--- src/rtl/serial_sub_pkg.sv ---
// Shared types and sizing helpers for the bit-serial subtractor.
package serial_sub_pkg;

    localparam int unsigned WIDTH_DFLT = 4;

    typedef enum logic [1:0] {
        IDLE = 2'd0,
        CALC = 2'd1,
        DONE = 2'd2
    } state_t;

    // Bit-index counter width; kept at least one bit so a 1-bit operand still gets a counter.
    function automatic int unsigned index_width(input int unsigned width);
        return (width > 1) ? $clog2(width) : 1;
    endfunction

endpackage

--- src/rtl/serial_sub_cell.sv ---
// One-bit full subtractor: difference and borrow-out from a_i - b_i - borrow-in.
module serial_sub_cell (
    input  logic a,
    input  logic b,
    input  logic br_in,
    output logic d,
    output logic br_out
);

    assign d      = a ^ b ^ br_in;
    assign br_out = (~a & b) | (~(a ^ b) & br_in);

endmodule

--- src/rtl/serial_subtractor.sv ---
// Bit-serial unsigned subtractor, LSB first, valid/ready on both sides.
// Define SERIAL_SUB_SAT_EN to clamp negative results (a < b) to zero.
module serial_subtractor
    import serial_sub_pkg::*;
#(
    parameter int unsigned WIDTH = WIDTH_DFLT
) (
    input  logic             clk,
    input  logic             rst_n,
    input  logic             in_valid,
    output logic             in_ready,
    input  logic [WIDTH-1:0] a,
    input  logic [WIDTH-1:0] b,
    output logic             out_valid,
    input  logic             out_ready,
    output logic [WIDTH:0]   diff,
    output logic             busy
);

    localparam int unsigned    IW   = index_width(WIDTH);
    localparam logic [IW-1:0]  LAST = IW'(WIDTH - 1);

    state_t           state;
    logic [WIDTH-1:0] a_sr;
    logic [WIDTH-1:0] b_sr;
    logic             br;
    logic [IW-1:0]    idx;
    logic             d_c;
    logic             br_c;

    serial_sub_cell u_cell (
        .a      (a_sr[0]),
        .b      (b_sr[0]),
        .br_in  (br),
        .d      (d_c),
        .br_out (br_c)
    );

    // Control FSM, operand shifters, borrow flop and result shifter.
    always_ff @(posedge clk) begin
        if (!rst_n) begin
            state     <= IDLE;
            a_sr      <= '0;
            b_sr      <= '0;
            br        <= 1'b0;
            idx       <= '0;
            diff      <= '0;
            in_ready  <= 1'b1;
            out_valid <= 1'b0;
            busy      <= 1'b0;
        end else begin
            case (state)
                IDLE: begin
                    if (in_valid) begin
                        a_sr     <= a;
                        b_sr     <= b;
                        br       <= 1'b0;
                        idx      <= '0;
                        diff     <= '0;
                        in_ready <= 1'b0;
                        busy     <= 1'b1;
                        state    <= CALC;
                    end
                end
                CALC: begin
                    a_sr              <= a_sr >> 1;
                    b_sr              <= b_sr >> 1;
                    br                <= br_c;
                    idx               <= idx + IW'(1);
                    diff[WIDTH-1:0]   <= {d_c, diff[WIDTH-1:1]};
                    if (idx == LAST) begin
                        diff[WIDTH] <= br_c;
`ifdef SERIAL_SUB_SAT_EN
                        if (br_c) begin
                            diff <= '0;
                        end
`endif
                        out_valid <= 1'b1;
                        state     <= DONE;
                    end
                end
                DONE: begin
                    if (out_ready) begin
                        out_valid <= 1'b0;
                        in_ready  <= 1'b1;
                        busy      <= 1'b0;
                        state     <= IDLE;
                    end
                end
                default: begin
                    state <= IDLE;
                end
            endcase
        end
    end

endmodule

--- config.mk ---
export PLATFORM = sky130hd
export DESIGN_NAME = serial_subtractor
export DESIGN_NICKNAME = d
export VERILOG_FILES = /design/src/rtl/serial_sub_pkg.sv /design/src/rtl/serial_sub_cell.sv /design/src/rtl/serial_subtractor.sv
export SDC_FILE = /design/constraint.sdc
export NUM_CORES = 1
export LEC_CHECK = 0
export ABC_AREA = 1
export CELL_PAD_IN_SITES_DETAIL_PLACEMENT = 0
export CELL_PAD_IN_SITES_GLOBAL_PLACEMENT = 1
export CORE_UTILIZATION = 31
export DETAILED_ROUTE_END_ITERATION = 7
export MAX_ROUTING_LAYER = met4
export PLACE_DENSITY_LB_ADDON = 0.15
export REMOVE_ABC_BUFFERS = 1
export SKIP_LAST_GASP = 1
export SLEW_MARGIN = 20
export SYNTH_ARGS = -nofsm -noshare
export SYNTH_HDL_FRONTEND = slang
export SYNTH_SLANG_ARGS = --single-unit
--- constraint.sdc ---
create_clock -name clk -period 1.4 [get_ports clk]
set_clock_uncertainty 0.2 [all_clocks]
set_input_delay 0.42 -clock clk [delete_from_list [all_inputs] [get_ports clk]]
set_output_delay 0.42 -clock clk [all_outputs]
set_load 0.02 [all_outputs]
==> run_results.csv <==
group,metric,value,unit
detailed_routing,wl_per_cell,10.9,um
logic_synthesis,netlist_area,908,um2
place,gp_congestion,0.738,
worst_setup_path,slowest_stage,"fa_1",
sta,max_freq,689,MHz
sta,fin_tns_setup,-0.0863,ns
cts,clockRootBuffer,"clkbuf_4",
power_and_ir_drop,clock_power_share,25.6,%
run_status,violations,"negative setup slack",
logic_synthesis,synth_area_leaders,"dfxtp_1 (46%), nand3_1 (12%), nand2_1 (12%)",
cts,cts_hold_buf,0,
cts,tritoncts.num_buffers,3,
finish,layout-drive-gt1-share,32.5,%
finish,syn2layout_area_growth,44.4,%
detailed_routing,antenna_left,0,
detailed_routing,finalWirelength,2.08,mm
power_and_ir_drop,combPwrFrac,19.7,%
power_and_ir_drop,power_switching,327,uW
sta,worst_slack,-0.0504,ns
sta,finalHoldViolations,0,
power_and_ir_drop,p_leak,0.609,nW
finish,post-route-util,47.5,%
power_and_ir_drop,powerDensity,905,mW/mm2
worst_setup_path,critPathBufInv,0,
logic_synthesis,synth_cells,124,
power_and_ir_drop,ir_drop,0.483,mV
worst_setup_path,cp-end-kind,"flip-flop",
logic_synthesis,yosysSeqAreaShare,46.3,%
detailed_routing,avgViaCountPerCell,4.57,
finish,final_nets,175,
floorplanning,die_area,0.00315,mm2
cts,clkSinkCount,21,
detailed_routing,first_iter_violations,11,
detailed_routing,firstDrtPassIters,3,
detailed_routing,num_vias,872,
finish,fillCellCount,302,
logic_synthesis,synthTopCellsByCount,"nand2_1 (29), nand3_1 (22), dfxtp_1 (21)",
cts,htreeDepth,1,
global_routing,grt_pass1_wl,3.63,mm
logic_synthesis,synth_most_common_cell,"nand2_1",
sta,min_period_over_period,104,%
sta,setup_viol,3,
place,hpwl,1.61,mm
cts,clock_path_buffers,2,
logic_synthesis,ys_ff_latch,21,
cts,cts_tree,"done",
min_path,hp-class,"flip-flop to flip-flop",
sta,slew_headroom,87.9,%
floorplanning,dieHeight,56.1,um
global_routing,global_route.overflow_total,0,
power_and_ir_drop,seq_power_share,54.7,%
sta,drv_slew,0,
floorplanning,io_pins,20,
global_routing,grt_usage,15.4,%
cts,clkSlewWorstSetupHoldPaths,0.12,ns
worst_setup_path,cp_data_required_time,1.46,ns
worst_setup_path,cp_top_family,"adder cells",
logic_synthesis,synth_ff_type,"dfxtp_1",
worst_setup_path,critPathMaxStageDelay,0.47,ns
logic_synthesis,yosys_warnings,0,
logic_synthesis,synth_edf_count,0,
global_routing,grt_max_degree,13,
floorplanning,fp.dieW,56.1,um
power_and_ir_drop,internal_power,860,uW
worst_setup_path,worstPathCellList,"fa_1 -> or2_4 -> a21oi_2",
floorplanning,start_util,32.9,%
place,io_buffers,19,
power_and_ir_drop,p_sw_share,27.5,%
finish,multiInputGateArea,420,um2
logic_synthesis,netlist.top_cell.by_area,"dfxtp_1",
worst_setup_path,crit_fanout,2,
global_routing,first_global_vias,841,
detailed_routing,drc,0,
worst_setup_path,worstSetupPathType,"flip-flop to flip-flop",
sta,post-route-min-period,1.45,ns
sta,worst_slew_pin_slew,0.181,ns
run_status,status,"finished, violations left",
power_and_ir_drop,finalPower,1.19,mW
logic_synthesis,synth_cell_types,19,
logic_synthesis,async_flop_share,0,%
cts,post_cts_buffers,0,
cts,clk_latency,0.31,ns
sta,rsz0062_at_grt,"yes",
logic_synthesis,syn_avg_cell_area,7.33,um2
logic_synthesis,synth_top_cell_area_share,46.3,%
worst_setup_path,worst_setup_path_start_kind,"flip-flop",
finish,seq_area,434,um2
finish,n_antenna_cell,0,
global_routing,antenna_found_initial,0,
sta,hold_ws,0.260,ns
worst_setup_path,crit_arrival,1.51,ns
floorplanning,rows,19,
flow_run,cap_viol_max_count,0,
floorplanning,design.core.area,0.00276,mm2
[worst min-delay path: stages (launching register included)]
cell,delay [ns]
dfxtp_2,0.34
inv_1,0.04
a21oi_1,0.05
[cell families (layout without fill, tap and decap cells)]
kind of cell	Yosys count	count (layout)	synth area share, %
AO/OA/AOI/OAI	13	13	7.44
adder cells (fa/ha/maj)	2	2	3.58
AND/OR/NAND/NOR	70	70	34.0
buffers and inverters	18	54	8.68
flip-flops	21	21	46.3
[power by group through the flow]
stage	clock [mW]	combinational [mW]	sequential [mW]
6_report	0.304	0.234	0.649
5_1_grt	0.350	0.262	0.653
4_1_cts	0.320	0.238	0.650
3_5_place_dp	0	0.229	0.659
3_3_place_gp	0	0.228	0.658
2_1_floorplan	0	0.0906	0.668
[path summary, 6_finish.rpt]
check / from / to / slack (ns) / cells past startpoint
worst max-delay path: br / diff[3] / -0.05 / 3
worst min-delay path: out_valid / out_valid / 0.26 / 2
worst max register to register: br / diff[3] / -0.05 / 3
worst min register to register: out_valid / out_valid / 0.26 / 2
[routing by layer]
layer	part of all wire (%)	track usage, %
met5	0	-
met3	4.4	2.79
met4	2.2	7.32
met1	48	19.5
met2	46	23.8
[layout by cell type (no fill, tap or decap), drive strengths merged]
cell type and n:
fa 1, a21oi 11, clkbuf 3, dfxtp 21
o21ai 1, nand3b 1, nor2 16, nand3 22
and2 1, buf 27, ha 1, or2 1
clkinv 1, clkdlybuf4s50 10, o21a 1, nand2 29
inv 12, dlymetal6s2s 1
[registers in the layout, indices dropped and copies added, names as in the netlist]
register and cells:
a_sr 4, br 1, diff 5, out_valid 1, in_ready 1, b_sr 4
state 2, busy 1, idx 2
[metrics by stage]
stage / worst slack [ns] / instances / instance area [um2]
global route: -0.103 / 191 / 1310
floorplan: -0.0134 / 118 / 875
CTS: -0.0530 / 191 / 1300
detailed placement: -0.374 / 187 / 1250
global placement: -0.347 / 187 / 1250
finish: -0.0504 / 191 / 1310
[layout make-up]
| type | count | area share [%] |
|---|---|---|
| multi-input combinational | 85 | 32.1 |
| tap | 31 | 2.96 |
| clock inverter | 1 | 0.382 |
| clock buffer | 3 | 1.72 |
| inverter | 12 | 3.44 |
| timing repair buffer | 38 | 26.3 |
| sequential | 21 | 33.1 |
[timing repair]
item	in CTS	in global routing
resized for setup	63	3
endpoints found under the setup margin	13	16
pin swaps	1	0
(Power assumes the default switching activity.)
